**config.mk**
```make
export PLATFORM = sky130hd
export DESIGN_NAME = conv_feeder
export DESIGN_NICKNAME = d
export VERILOG_FILES = /design/src/rtl/conv_pkg.sv /design/src/rtl/feeder_channel.sv /design/src/rtl/conv_feeder.sv
export SDC_FILE = /design/constraint.sdc
export NUM_CORES = 1
export LEC_CHECK = 0
export CAP_MARGIN = 20
export CORE_MARGIN = 2
export CORE_UTILIZATION = 34
export CTS_BUF_LIST = sky130_fd_sc_hd__clkbuf_8
export DETAILED_ROUTE_END_ITERATION = 7
export HOLD_SLACK_MARGIN = 0.03
export PLACE_DENSITY = 0.6
export SLEW_MARGIN = 30
export SYNTH_ARGS = -nofsm -noshare
export SYNTH_HDL_FRONTEND = slang
export SYNTH_HIERARCHICAL = 1
export SYNTH_SLANG_ARGS = --single-unit
```
**constraint.sdc**
```tcl
create_clock -name clk -period 2.9 [get_ports clk]
set_input_delay 0.58 -clock clk [delete_from_list [all_inputs] [get_ports clk]]
set_output_delay 0.58 -clock clk [all_outputs]
set_load 0.1 [all_outputs]
```
**src/rtl/conv_pkg.sv**
```systemverilog
// conv_feeder shared package: vector sizes, sample type, FSM states.
// Optional feature macro used by this block: FEEDER_PERF_EN.
package conv_pkg;
  localparam int XSIZE = 8;
  localparam int FSIZE = 4;
  localparam int LOGX  = 3;
  localparam int LOGF  = 2;

  typedef logic signed [7:0] data_t;

  typedef enum logic [1:0] {
    IDLE,
    PREFETCH,
    STREAM,
    FINISH
  } feed_state_t;
endpackage

```
**src/rtl/feeder_channel.sv**
```systemverilog
// One stream channel: vector memory, read pointer, read stage and output.
// FEEDER_PERF_EN adds a saturating stall counter port.
module feeder_channel
  import conv_pkg::*;
#(
  parameter int SIZE    = 8,
  parameter int LOGSIZE = 3
) (
  input  logic               clk,
  input  logic               reset,
  input  logic               clr,
  input  logic               active,
  input  logic               wr_en,
  input  logic [LOGSIZE-1:0] wr_addr,
  input  logic [7:0]         wr_data,
  output logic [7:0]         data_out,
  output logic               valid,
  input  logic               ready,
  output logic               complete
`ifdef FEEDER_PERF_EN
  ,
  output logic [15:0]        stall_cnt
`endif
);
  localparam logic [LOGSIZE:0] SZ   = (LOGSIZE+1)'(SIZE);
  localparam logic [LOGSIZE:0] LAST = (LOGSIZE+1)'(SIZE-1);

  data_t            mem [SIZE];
  data_t            rd_q;
  logic             rd_vld;
  logic             rd_last;
  logic             out_last;
  logic             fin;
  logic [LOGSIZE:0] ptr;
  logic             xfer;
  logic             load;
  logic             issue;

  // read stage doubles as the skid slot so a full-rate stream has no gaps
  always_comb begin
    xfer     = valid & ready;
    load     = rd_vld & (~valid | ready);
    issue    = active & (ptr < SZ) & (~rd_vld | load);
    complete = fin | (xfer & out_last);
  end

  // storage and registered read; contents survive reset
  always_ff @(posedge clk) begin
    if (wr_en) mem[wr_addr] <= data_t'(wr_data);
    if (issue) rd_q <= mem[ptr[LOGSIZE-1:0]];
  end

  // pointer, read-stage and output-stage control
  always_ff @(posedge clk) begin
    if (reset) begin
      ptr      <= '0;
      rd_vld   <= 1'b0;
      rd_last  <= 1'b0;
      valid    <= 1'b0;
      data_out <= '0;
      out_last <= 1'b0;
      fin      <= 1'b0;
    end else if (clr) begin
      ptr      <= '0;
      rd_vld   <= 1'b0;
      valid    <= 1'b0;
      out_last <= 1'b0;
      fin      <= 1'b0;
    end else begin
      if (issue) begin
        ptr     <= ptr + 1'b1;
        rd_last <= (ptr == LAST);
      end
      if (issue)     rd_vld <= 1'b1;
      else if (load) rd_vld <= 1'b0;
      if (load) begin
        data_out <= rd_q;
        valid    <= 1'b1;
        out_last <= rd_last;
      end else if (xfer) begin
        valid <= 1'b0;
      end
      if (xfer && out_last) fin <= 1'b1;
    end
  end

`ifdef FEEDER_PERF_EN
  // count cycles where the sink holds off a valid word
  always_ff @(posedge clk) begin
    if (reset || clr)
      stall_cnt <= '0;
    else if (valid && !ready && stall_cnt != 16'hFFFF)
      stall_cnt <= stall_cnt + 16'd1;
  end
`endif
endmodule

```
**src/rtl/conv_feeder.sv**
```systemverilog
// Streams a stored x vector and f vector on two valid/ready channels.
// Define FEEDER_PERF_EN to add per-channel stall counters.
module conv_feeder #(
  parameter int XSIZE = conv_pkg::XSIZE,
  parameter int FSIZE = conv_pkg::FSIZE,
  parameter int LOGX  = conv_pkg::LOGX,
  parameter int LOGF  = conv_pkg::LOGF
) (
  input  logic            clk,
  input  logic            reset,
  input  logic            ld_wr_en,
  input  logic            ld_sel,
  input  logic [LOGX-1:0] ld_addr,
  input  logic [7:0]      ld_data,
  input  logic            start,
  output logic            busy,
  output logic            done,
  output logic [7:0]      m_data_out_x,
  output logic            m_valid_x,
  input  logic            m_ready_x,
  output logic [7:0]      m_data_out_f,
  output logic            m_valid_f,
  input  logic            m_ready_f
`ifdef FEEDER_PERF_EN
  ,
  output logic [15:0]     stall_cnt_x,
  output logic [15:0]     stall_cnt_f
`endif
);
  conv_pkg::feed_state_t state, next;

  logic active;
  logic clr;
  logic cmp_x;
  logic cmp_f;
  logic wr_x;
  logic wr_f;
  logic f_ok;

  // loads only while idle; f writes beyond its length are dropped
  always_comb begin
    f_ok = {1'b0, ld_addr} < (LOGX+1)'(FSIZE);
    wr_x = ld_wr_en & ~busy & ~ld_sel;
    wr_f = ld_wr_en & ~busy & ld_sel & f_ok;
  end

  // state register
  always_ff @(posedge clk) begin
    if (reset) state <= conv_pkg::IDLE;
    else       state <= next;
  end

  // next state and status outputs
  always_comb begin
    next   = state;
    busy   = 1'b0;
    done   = 1'b0;
    active = 1'b0;
    clr    = 1'b0;
    unique case (state)
      conv_pkg::IDLE: begin
        if (start) begin
          clr  = 1'b1;
          next = conv_pkg::PREFETCH;
        end
      end
      conv_pkg::PREFETCH: begin
        busy   = 1'b1;
        active = 1'b1;
        next   = conv_pkg::STREAM;
      end
      conv_pkg::STREAM: begin
        busy   = 1'b1;
        active = 1'b1;
        if (cmp_x && cmp_f) next = conv_pkg::FINISH;
      end
      conv_pkg::FINISH: begin
        busy = 1'b1;
        done = 1'b1;
        next = conv_pkg::IDLE;
      end
      default: next = conv_pkg::IDLE;
    endcase
  end

  feeder_channel #(
    .SIZE    (XSIZE),
    .LOGSIZE (LOGX)
  ) u_x (
    .clk      (clk),
    .reset    (reset),
    .clr      (clr),
    .active   (active),
    .wr_en    (wr_x),
    .wr_addr  (ld_addr),
    .wr_data  (ld_data),
    .data_out (m_data_out_x),
    .valid    (m_valid_x),
    .ready    (m_ready_x),
    .complete (cmp_x)
`ifdef FEEDER_PERF_EN
    ,
    .stall_cnt(stall_cnt_x)
`endif
  );

  feeder_channel #(
    .SIZE    (FSIZE),
    .LOGSIZE (LOGF)
  ) u_f (
    .clk      (clk),
    .reset    (reset),
    .clr      (clr),
    .active   (active),
    .wr_en    (wr_f),
    .wr_addr  (ld_addr[LOGF-1:0]),
    .wr_data  (ld_data),
    .data_out (m_data_out_f),
    .valid    (m_valid_f),
    .ready    (m_ready_f),
    .complete (cmp_f)
`ifdef FEEDER_PERF_EN
    ,
    .stall_cnt(stall_cnt_f)
`endif
  );
endmodule

```
==> results of run 1 <==
[cells by family (layout without fill, tap and decap cells)]
family          Yosys count  after routing  synth area share [%]
buf+inv                  21             91                  1.83
flops                   147            147                  69.9
fa+ha+maj                 7              7                  1.51
simple gates             95             95                  9.31
compound gates           24             24                  2.52
mux                      50             50                  15.0
[sequential cells by signal, summed over array words and instances, names as in the netlist, 2 cells and up]
register / count
state: 2
u_f/data_out: 8
u_x/ptr: 4
u_f/mem: 32
u_x/mem: 64
u_x/rd_q: 8
u_x/data_out: 8
u_f/rd_q: 8
u_f/ptr: 3
[final cells by class]
type                            instances  area, um2  area share (%)
Sequential cell                       147       4060            59.6
Multi-Input combinational cell        176       1650            24.2
Inverter                                9       33.8           0.496
Clock inverter                         15        143            2.09
Timing Repair Buffer                   50        418            6.13
Tap cell                              220        275            4.04
Clock buffer                           17        234            3.43
[power by group through the flow]
stage | Sequential [mW] | Clock, mW | Combinational [mW]
2_1_floorplan | 3.01 | 0 | 0.759
3_3_place_gp | 2.79 | 0 | 1.26
3_5_place_dp | 2.80 | 0 | 1.28
4_1_cts | 2.75 | 1.54 | 1.28
5_1_grt | 2.78 | 1.63 | 1.36
6_report | 2.74 | 1.49 | 1.27
[worst paths after layout]
| check | start | end | slack [ps] | depth (start not counted) |
|---|---|---|---|---|
| max | state[0] | u_f/mem[2][3] | 700 | 6 |
| min | u_x/data_out[5] | u_x/data_out[5] | 460 | 2 |
| max reg2reg | state[0] | u_f/mem[2][3] | 700 | 6 |
| min reg2reg | u_x/data_out[5] | u_x/data_out[5] | 460 | 2 |
[stage by stage]
step           worst slack [ps]  hold slack (ps)
2_1_floorplan               871              445
3_3_place_gp                454              451
3_5_place_dp                326              450
4_1_cts                     691              464
5_1_grt                     540              485
6_report                    701              461
[metal layers]
metal	GRT usage, %	part of all wire [%]
met5	0	0
met4	5.09	1.5
met3	3.90	3.9
met2	18.8	48
met1	15.9	47
[placed cells by master, fill, tap and decap left out, types with 2 or more instances in the layout]
master / count
sky130_fd_sc_hd__edfxtp_1: 112
sky130_fd_sc_hd__dfxtp_1: 35
sky130_fd_sc_hd__buf_4: 33
sky130_fd_sc_hd__nand2_1: 26
sky130_fd_sc_hd__nand2b_1: 21
sky130_fd_sc_hd__mux2i_1: 18
sky130_fd_sc_hd__nor2_1: 17
sky130_fd_sc_hd__clkbuf_8: 17
sky130_fd_sc_hd__clkdlybuf4s50_1: 17
sky130_fd_sc_hd__mux4_2: 16
sky130_fd_sc_hd__a21oi_1: 11
sky130_fd_sc_hd__inv_1: 10
sky130_fd_sc_hd__mux4_1: 8
sky130_fd_sc_hd__mux2_4: 8
sky130_fd_sc_hd__ha_1: 7
sky130_fd_sc_hd__clkinvlp_4: 6
sky130_fd_sc_hd__o21ai_0: 5
sky130_fd_sc_hd__clkinv_1: 3
sky130_fd_sc_hd__nand3b_1: 3
sky130_fd_sc_hd__nor3b_1: 2
sky130_fd_sc_hd__or3_1: 2
sky130_fd_sc_hd__bufinv_16: 2
sky130_fd_sc_hd__and3b_1: 2
sky130_fd_sc_hd__a31o_2: 2
sky130_fd_sc_hd__nor3_4: 2
sky130_fd_sc_hd__or3_2: 2
sky130_fd_sc_hd__or2_2: 2
sky130_fd_sc_hd__o31ai_1: 2
sky130_fd_sc_hd__and2_1: 2
sky130_fd_sc_hd__nor3_1: 2
sky130_fd_sc_hd__nor2b_1: 2
[critical path: stages (launching register included)]
cell and delay [ps]:
sky130_fd_sc_hd__dfxtp_1 330, sky130_fd_sc_hd__inv_1 100, sky130_fd_sc_hd__ha_1 210, sky130_fd_sc_hd__nand2_1 170
sky130_fd_sc_hd__nor3b_1 430, sky130_fd_sc_hd__nand2_1 100, sky130_fd_sc_hd__nor2_1 490
==> qor.yml, run 1 <==
timing:
  fmaxAchievable_mhz: 455
  setup_viol: 0
  rsz0062_at_grt: "no"
  slew-limit-headroom_pct: 39.2
  tightest_slew_ps: 910
  fin_worst_skew_ps: 8.59
  fin_setup_tns_ps: 0
  period_minus_slack_ps: 2200
  timing.final.crit_share_pct: 75.8
  hold_violations: 0
  slew_viols_final: 0
logic_synthesis:
  synth_edf_count: 112
  synth.largest_area_cell: "sky130_fd_sc_hd__edfxtp_1"
  top_ff_cell_synth: "sky130_fd_sc_hd__edfxtp_1"
  post_synth_most_frequent_cells: "112 x sky130_fd_sc_hd__edfxtp_1, 35 x sky130_fd_sc_hd__dfxtp_1, 26 x sky130_fd_sc_hd__nand2_1"
  synth.net_count: 369
  synth.lib_cells_used.distinct: 46
  synth.area.top_cells: "sky130_fd_sc_hd__edfxtp_1 58%, sky130_fd_sc_hd__dfxtp_1 12%, sky130_fd_sc_hd__mux4_2 6.2%"
  synth.most_common_cell: "sky130_fd_sc_hd__edfxtp_1"
  synth_area_um2: 5820
  synth_largest_type_area_fraction_pct: 57.8
  postSynthAreaPerCell_um2: 16.9
  yosys_register_bits: 147
  synthesis_warnings: 6
  synth_sequential_area_ratio_pct: 69.9
  postSynth.asyncResetShare_pct: 0
  syn-instance-count: 344
power:
  power.switching_mw: 1.73
  share_seq_of_total_power_pct: 49.8
  share_comb_of_total_power_pct: 23.0
  ir_worst_vdd_mv: 0.415
  pwr_density_cell_nw_per_um2: 808
  power_report.internal_total_mw: 3.78
  total_power_mw: 5.50
  power_switching_share_pct: 31.4
  clkPwrFrac_pct: 27.2
  p_leak_nw: 2.29
route:
  detailedRoute.firstPassIterationCount: 4
  antenna_left: 0
  totalWireLength_um: 10200
  post_drt_wl_per_cell_um: 16.1
  drt_iter0_markers: 286
  drc: 0
  vias: 2955
  routed_via_density: 4.66
setup_path:
  worstSetupPathType: "register to register"
  worstPathMaxFanout: 8
  critPathCaptureType: "register"
  worst_path_arrival_ps: 2270
  critical_path.startpoint_type: "register"
  timing.critical_path.required_ps: 2970
place:
  place_congestion: 0.699
  hpwlAfterDp_um: 6880
  port_buffers: 37
  place_inst: 602
  detailed_place.area_um2: 6440
global_routing:
  gr-total-overflow: 0
  globalRouteTotalUtil_pct: 12.2
  grt_pass1_vias: 2963
  grt_pass1_wl_um: 16300
  pin_count_of_the_biggest_net_entering_global_routing: 23
  grt_antenna_before_repair: 0
worst_hold_path:
  timing.hold.worst.class: "register to register"
cells_and_area:
  final_layout_size_suffix_gt1_share_pct: 23.4
  layout.filler_cells: 1495
  final_core_util_pct: 40.9
  nNetsFinal: 426
  finish.instance_area_um2: 6810
  antenna_cells: 0
  area.growth.synth_to_final_pct: 17.1
  final_cells: 634
clock_network:
  cts_tree: "built"
  htree_levels: 4
  clk_pin_slew_ps: 80
  holdBufCountCts: 0
  clkSinkCount: 147
  cts_root_buf: "sky130_fd_sc_hd__clkbuf_8"
  ctsResizeCount: 0
  cts_post_setup_buffers_inserted: 0
  cts.path.max_buffers: 2
  clock_latency_ps: 440
  cts_buf_count: 17
die:
  num_io_pins: 38
  die-width_um: 135
  chipHeight_um: 135
  start_util_pct: 35.0
  rows: 47
  core_area_um2: 16600
  die_area_um2: 18200
job:
  maxCapViolations: 0
status:
  status: "finished clean"
Power figures use the tool's default switching activity.
==> inputs of run 2 (changes only) <==
--- a/config.mk
+++ b/config.mk
@@ -11,7 +11,7 @@
 export CTS_BUF_LIST = sky130_fd_sc_hd__clkbuf_8
 export DETAILED_ROUTE_END_ITERATION = 7
 export HOLD_SLACK_MARGIN = 0.03
-export PLACE_DENSITY = 0.6
+export PLACE_DENSITY = 0.62
 export SLEW_MARGIN = 30
 export SYNTH_ARGS = -nofsm -noshare
 export SYNTH_HDL_FRONTEND = slang
==> constraint.sdc (replaced) <==
create_clock -name clk -period 1.8 [get_ports clk]
set_input_delay 0.36 -clock clk [delete_from_list [all_inputs] [get_ports clk]]
set_output_delay 0.36 -clock clk [all_outputs]
set_load 0.1 [all_outputs]
==> run 2 against run 1 <==
Non-clock buffer count rose by 21. Critical path depth shrank 1. Clock power up 57%. Total power is 70% higher. Largest cell class unchanged.
==> qor.yml, run 2 (synthesized netlist as in run 1, its figures left out) <==
timing:
  fmaxAchievable_mhz: 579
  fin_worst_skew_ps: 11.9  # +3.28 ps
  finalWorstSetupSlack_ps: 72.6  # -628 ps
  tightest_slew_ps: 608  # -303 ps
  slew_viols_final: 0  # unchanged
  timing.final.crit_share_pct: 96.0
  rsz0062_at_grt: "no"
  period_minus_slack_ps: 1730
  setup_viol: 0  # unchanged
  hold_violations: 0  # unchanged
  slew-limit-headroom_pct: 59.4  # +20 points
cells_and_area:
  largest-register: "u_x/mem"
  nNetsFinal: 447  # +4.9%
  multiInputGateArea_um2: 1670  # +1.2%
  largest_register_ffs: 64  # unchanged
  top_regs: "u_x/mem: 64 flops, u_f/mem: 32 flops"
  final_layout_size_suffix_gt1_share_pct: 29.7  # +6.2 points
  layout.cells.most_common: "sky130_fd_sc_hd__edfxtp_1"
  regArea_um2: 4070  # about the same
  area.growth.synth_to_final_pct: 25.5
  layout.filler_cells: 1434  # -4.1%
  most-common-layout-cells: "112 x sky130_fd_sc_hd__edfxtp_1, 32 x sky130_fd_sc_hd__dfxtp_1, 29 x sky130_fd_sc_hd__buf_4"
  antenna_cells: 0  # unchanged
setup_path:
  startpoint: "state[0]"
  critical_path.startpoint_type: "register"
  regToRegSetupSlack_ps: 90  # -610 ps
  timing.critical_path.required_ps: 1440  # -1530 ps
  reg2regPathDepth: 3  # -3
  worstPathMaxFanout: 3  # -5
  r2r_start: "u_x/ptr[1]"
  worst_r2r_endpoint: "u_x/rd_q[7]"
  critPathCaptureType: "output pin"
  worstSetupPathType: "register to output pin"
  worst_path_arrival_ps: 1370  # -900 ps
worst_hold_path:
  timing.hold.worst.class: "register to register"
  whs_path_depth: 2  # unchanged
  timing.hold.worst.start: "u_f/ptr[2]"
  timing.hold.worst_endpoint: "u_f/ptr[2]"
place:
  placement.setup.worst_slack_ps: -151  # -477 ps
  port_buffers: 37  # unchanged
  hpwlAfterDp_um: 7290  # +6.1%
  place_congestion: 0.722  # +3.3%
route:
  vias: 3003  # +1.6%
  totalWireLength_um: 10300  # +0.22%
  detailedRoute.firstPassIterationCount: 4  # unchanged
  drt_iter0_markers: 171  # -40%
  route.layer.met1.wl_um: 4790  # -0.15%
  drc: 0  # unchanged
  antenna_left: 0  # unchanged
  top_signal_layer_used: "met4"
  routed_via_density: 4.58  # -1.6%
  post_drt_wl_per_cell_um: 15.7  # -3.0%
  wl_met3_um: 404  # +1.0%
  routed-wl-met2_um: 4830  # -1.1%
power:
  p_leak_nw: 2.47  # +8.1%
  total_power_mw: 9.33  # +70%
  pwr_density_cell_nw_per_um2: 1280  # +58%
  ir_worst_vdd_mv: 0.636  # +53%
global_routing:
  grt_antenna_before_repair: 0  # unchanged
  grt_pass1_vias: 3124  # +5.4%
  grt_pass1_wl_um: 16400  # +0.38%
  globalRouteTotalUtil_pct: 12.2  # about the same
  pin_count_of_the_biggest_net_entering_global_routing: 20  # -13%
  gr-total-overflow: 0  # unchanged
clock_network:
  cts.path.max_buffers: 2  # unchanged
  holdBufCountCts: 0  # unchanged
  htree_levels: 4  # unchanged
  cts_root_buf: "sky130_fd_sc_hd__clkbuf_8"
  cts_tree: "built"
  clock_latency_ps: 450  # about the same
  clk_pin_slew_ps: 80  # about the same
  cts_buf_count: 17  # unchanged
  clkSinkCount: 147  # unchanged
die:
  num_io_pins: 38  # unchanged
  die-width_um: 135  # unchanged
  start_util_pct: 35.0  # unchanged
  rows: 47  # unchanged
  core_area_um2: 16600  # unchanged
  chipHeight_um: 135  # unchanged
  die_area_um2: 18200  # unchanged
job:
  maxCapViolations: 0  # unchanged
status:
  status: "finished clean"
-- run 2: cell count changes in the layout (fill, tap and decap cells not counted), moves of 2 or more --
cell / before / now
sky130_fd_sc_hd__buf_12: 0 / 25
sky130_fd_sc_hd__buf_4: 33 / 29
sky130_fd_sc_hd__clkinv_4: 1 / 5
sky130_fd_sc_hd__clkinvlp_4: 6 / 3
sky130_fd_sc_hd__dfxtp_1: 35 / 32
sky130_fd_sc_hd__dfxtp_2: 0 / 3
sky130_fd_sc_hd__inv_1: 10 / 8
sky130_fd_sc_hd__inv_6: 1 / 3
sky130_fd_sc_hd__nor3_1: 2 / 0
sky130_fd_sc_hd__nor3_2: 0 / 2
-- run 2: repair_timing --
action	in CTS	in global routing
setup endpoints to repair	1	2
pin swaps	0	0
setup buffers	1	0
resized for setup	2	2
cloned	0	0
-- run 2: through the flow --
step / setup TNS, ps / cell area [um2] / hold WS, ps / std cells / util (%)
6_report: 0 / 7300 / 470 / 655 / 43.9
5_1_grt: 0 / 7300 / 501 / 655 / 43.9
4_1_cts: 0 / 7300 / 474 / 655 / 43.8
3_5_place_dp: -9160 / 6920 / 463 / 622 / 41.6
3_3_place_gp: -7270 / 6920 / 458 / 622 / 41.6
2_1_floorplan: 0 / 5840 / 445 / 344 / -
-- run 2: area by class of cell --
cell class                      instances  area share [%]
Clock buffer                           17            3.20
Clock inverter                         15            1.85
Inverter                                9           0.463
Multi-Input combinational cell        176            22.8
Sequential cell                       147            55.7
Tap cell                              220            3.77
Timing Repair Buffer                   71            12.2
-- run 2: worst max path at each step --
| stage | slack, ps | cells after the start | endpoint |
|---|---|---|---|
| 2_1_floorplan | 40 | 5 | u_f/mem[0][0] |
| 3_3_place_gp | -140 | 6 | u_f/mem[0][1] |
| 3_5_place_dp | -150 | 6 | u_f/mem[0][5] |
| 4_1_cts | 20 | 5 | busy |
| 5_1_grt | 6 | 6 | u_f/rd_last |
| 6_report | 70 | 5 | busy |
-- run 2: routing by layer --
layer,global-route usage (%),up-vias
met3,3.60,19
met4,6.20,0
met2,18.8,57
met5,0,-
met1,15.5,1458
li1,-,1469
-- run 2: worst max-delay path: stages (launching register included) --
cell and delay (ps):
sky130_fd_sc_hd__dfxtp_2 330, sky130_fd_sc_hd__inv_1 50, sky130_fd_sc_hd__ha_2 180, sky130_fd_sc_hd__buf_4 140
sky130_fd_sc_hd__inv_2 60, sky130_fd_sc_hd__buf_12 160
-- run 2: where the power goes --
part	switching, mW	internal [mW]	total (mW)
Clock	1.25	1.10	2.34
Combinational	1.49	1.18	2.67
Sequential	0.197	4.12	4.32
Total	2.93	6.40	9.33
==> inputs of run 3 (changes only) <==
--- a/config.mk
+++ b/config.mk
@@ -15,5 +15,4 @@
 export SLEW_MARGIN = 30
 export SYNTH_ARGS = -nofsm -noshare
 export SYNTH_HDL_FRONTEND = slang
-export SYNTH_HIERARCHICAL = 1
 export SYNTH_SLANG_ARGS = --single-unit
==> run 3 against run 2 <==
Clock skew shrank 2.1 ps. Register-to-register slack worse by 20 ps. Sequential share of layout area up 1.0 points. Via count is 4.3% lower. Final area shrank 1.8%. Critical endpoint is now u_x.mem[0][4]. Highest routed layer unchanged.
==> qor.yml, run 3 <==
status:
  status: "finished clean"
setup_path:
  critical_path.top_delay_family: "simple AND/OR/NAND/NOR gates"
  timing.critical_path.slowest_stage_cell: "sky130_fd_sc_hd__or3_1"
  critPathCaptureType: "register"
  worst_path_arrival_ps: 1880  # +510 ps
  max_stage_delay_ps: 400  # +70 ps
  path_cells: "inv_2, ha_4, nand2_1, or3_1, nor3_2, buf_4"
  worstPathMaxFanout: 8  # +5
  worstSetupPathType: "register to register"
  critical_path.startpoint_type: "register"
  number_of_buffer_and_inverter_instances_along_the_worst_setup_path: 2  # -2
  timing.critical_path.required_ps: 1960  # +520 ps
die:
  chipHeight_um: 132  # -1.8%
  die-width_um: 132  # -1.8%
  start_util_pct: 35.0  # +0.088 points
  num_io_pins: 38  # unchanged
  rows: 46  # -2.1%
  die_area_um2: 17500  # -3.5%
  core_area_um2: 16000  # -3.9%
worst_hold_path:
  timing.hold.worst.class: "register to register"
cells_and_area:
  final_cells: 625  # -4.6%
  final_layout_size_suffix_gt1_share_pct: 29.6  # -0.071 points
  nNetsFinal: 421  # -5.8%
  multiInputGateArea_um2: 1480  # -11%
  most-common-layout-cells: "112 x sky130_fd_sc_hd__edfxtp_1, 36 x sky130_fd_sc_hd__nor2_1, 32 x sky130_fd_sc_hd__buf_4"
  antenna_cells: 0  # unchanged
  finish.instance_area_um2: 7170  # -1.8%
  top_regs: "u_x.mem: 64 flops, u_f.mem: 32 flops"
  regArea_um2: 4070  # about the same
  layout.cells.most_common: "sky130_fd_sc_hd__edfxtp_1"
  largest_register_ffs: 64  # unchanged
  largest-register: "u_x.mem"
  layout.filler_cells: 1417  # -1.2%
  area.growth.synth_to_final_pct: 27.9
route:
  post_drt_wl_per_cell_um: 16.1  # +2.5%
  detailedRoute.firstPassIterationCount: 4  # unchanged
  totalWireLength_um: 10000  # -2.2%
  antenna_left: 0  # unchanged
  drt_iter0_markers: 153  # -11%
  routed_via_density: 4.60  # +0.33%
  vias: 2875  # -4.3%
  drc: 0  # unchanged
place:
  port_buffers: 37  # unchanged
  detailed_place.area_um2: 6690  # -3.3%
  place_congestion: 0.786  # +8.8%
  place_inst: 594  # -4.5%
  placement.setup.worst_slack_ps: -153  # -1.89 ps
  hpwlAfterDp_um: 6990  # -4.1%
timing:
  timing.final.crit_share_pct: 95.9  # about the same
  period_minus_slack_ps: 1730  # -0.339 ps
  fin_worst_skew_ps: 9.80  # -2.08 ps
  setup_viol: 0  # unchanged
  slew-limit-headroom_pct: 62.3  # +3.0 points
  tightest_slew_ps: 563  # -44.8 ps
  finalWorstSetupSlack_ps: 72.9  # +0.339 ps
  hold_violations: 0  # unchanged
  timing.hold.ws_ps: 466  # -4.11 ps
  rsz0062_at_grt: "no"
  fmaxAchievable_mhz: 579  # about the same
  slew_viols_final: 0  # unchanged
logic_synthesis:
  synth.most_common_cell: "sky130_fd_sc_hd__edfxtp_1"
  synth.lib_cells_used.distinct: 33  # -28%
  synth.net_count: 341  # -7.6%
  synth.area.top_cells: "sky130_fd_sc_hd__edfxtp_1 60%, sky130_fd_sc_hd__dfxtp_1 12%, sky130_fd_sc_hd__mux4_2 6.4%"
  post_synth_most_frequent_cells: "112 x sky130_fd_sc_hd__edfxtp_1, 36 x sky130_fd_sc_hd__nor2_1, 35 x sky130_fd_sc_hd__dfxtp_1"
  postSynth.asyncResetShare_pct: 0  # unchanged
  postSynthAreaPerCell_um2: 17.7  # +4.9%
  synth_area_um2: 5610  # -3.6%
  synthesis_warnings: 0  # -6
  synth_largest_type_area_fraction_pct: 60.0  # +2.2 points
  synth_sequential_area_ratio_pct: 72.5  # +2.6 points
  synth.largest_area_cell: "sky130_fd_sc_hd__edfxtp_1"
  synth_edf_count: 112  # unchanged
  yosys_register_bits: 147  # unchanged
  top_ff_cell_synth: "sky130_fd_sc_hd__edfxtp_1"
  syn-instance-count: 316  # -8.1%
job:
  maxCapViolations: 0  # unchanged
clock_network:
  cts_root_buf: "sky130_fd_sc_hd__clkbuf_8"
  cts_tree: "built"
  clock_latency_ps: 450  # about the same
  clkSinkCount: 147  # unchanged
  cts_post_setup_buffers_inserted: 0  # -1
  cts_buf_count: 17  # unchanged
  cts.path.max_buffers: 2  # unchanged
  htree_levels: 4  # unchanged
  clk_pin_slew_ps: 80  # about the same
global_routing:
  gr-total-overflow: 0  # unchanged
  globalRouteTotalUtil_pct: 12.3  # +0.19 points
  grt_pass1_vias: 2973  # -4.8%
  grt_antenna_before_repair: 0  # unchanged
  grt_pass1_wl_um: 16100  # -1.5%
  pin_count_of_the_biggest_net_entering_global_routing: 20  # unchanged
power:
  ir_worst_vdd_mv: 0.583  # -8.2%
  pwr_density_cell_nw_per_um2: 1420  # +11%
  p_leak_nw: 2.54  # +2.8%
  total_power_mw: 10.2  # +9.2%
run 3: changes by cell type after synthesis, moves of 3 or more:
cell / before / now
sky130_fd_sc_hd__nor2_1: 17 / 36
sky130_fd_sc_hd__a21oi_1: 11 / 8
sky130_fd_sc_hd__nand3_1: 1 / 6
sky130_fd_sc_hd__nand2_1: 26 / 9
sky130_fd_sc_hd__nand2b_1: 21 / 9
sky130_fd_sc_hd__nand4_1: 0 / 3
sky130_fd_sc_hd__o21ai_0: 5 / 1
run 3: worst min-delay path, cell delays in order, from the launching register on:
cell and delay [ps]:
sky130_fd_sc_hd__dfxtp_1 320, sky130_fd_sc_hd__nand2_1 50, sky130_fd_sc_hd__a21oi_1 50
run 3: through the flow:
step           util (%)  setup TNS [ps]
2_1_floorplan         -            -929
3_3_place_gp       41.8           -3280
3_5_place_dp       41.8           -4210
4_1_cts            44.9               0
5_1_grt            44.8               0
6_report           44.8               0
run 3: layout make-up:
type | instances | share of cell area (%)
clock inverter | 15 | 3.33
multi-input combinational | 153 | 20.7
clock buffer | 17 | 3.26
inverter | 6 | 0.349
timing repair buffer | 71 | 11.9
tap | 216 | 3.77
sequential | 147 | 56.7
run 3: path summary, 6_finish.rpt:
| path | from | to | slack, ps | depth (start not counted) |
|---|---|---|---|---|
| min reg2reg | u_x.rd_last | u_x.rd_last | 470 | 2 |
| max reg2reg | state[0] | u_x.mem[0][4] | 70 | 6 |
| min | u_x.rd_last | u_x.rd_last | 470 | 2 |
| max | state[0] | u_x.mem[0][4] | 70 | 6 |
run 3: power by group:
part | total, mW | switching [mW] | internal [mW]
clock network | 2.98 | 1.20 | 1.78
registers | 4.28 | 0.190 | 4.09
logic | 2.93 | 1.62 | 1.31
run 3: cell families (layout without fill, tap and decap cells):
logic type,count (synthesis),in the layout,share of synthesized area [%]
AOI/OAI and AO/OA,14,14,1.47
adders and majority gates,7,7,1.56
DFF,147,147,72.5
muxes,52,52,15.9
xor gates and xnor gates,3,3,0.469
and+or+nand+nor,77,77,6.56
buffers and inverters,16,109,1.56
run 3: timing repair:
| item | 4_1_cts | 5_1_grt |
|---|---|---|
| hold buffers | 0 | 0 |
| gates cloned | 0 | 0 |
| gates resized for setup | 8 | 0 |
| pin swaps | 1 | 1 |
| endpoints found under the setup margin | 21 | 1 |
run 3: layer usage:
metal  GRT usage, %  vias up  wire (um)
met3           4.14       10        389
met1           15.5     1433       4490
met5              0        -          0
met4           5.20        0        152
met2           19.6       56       5010
li1               -     1376          -
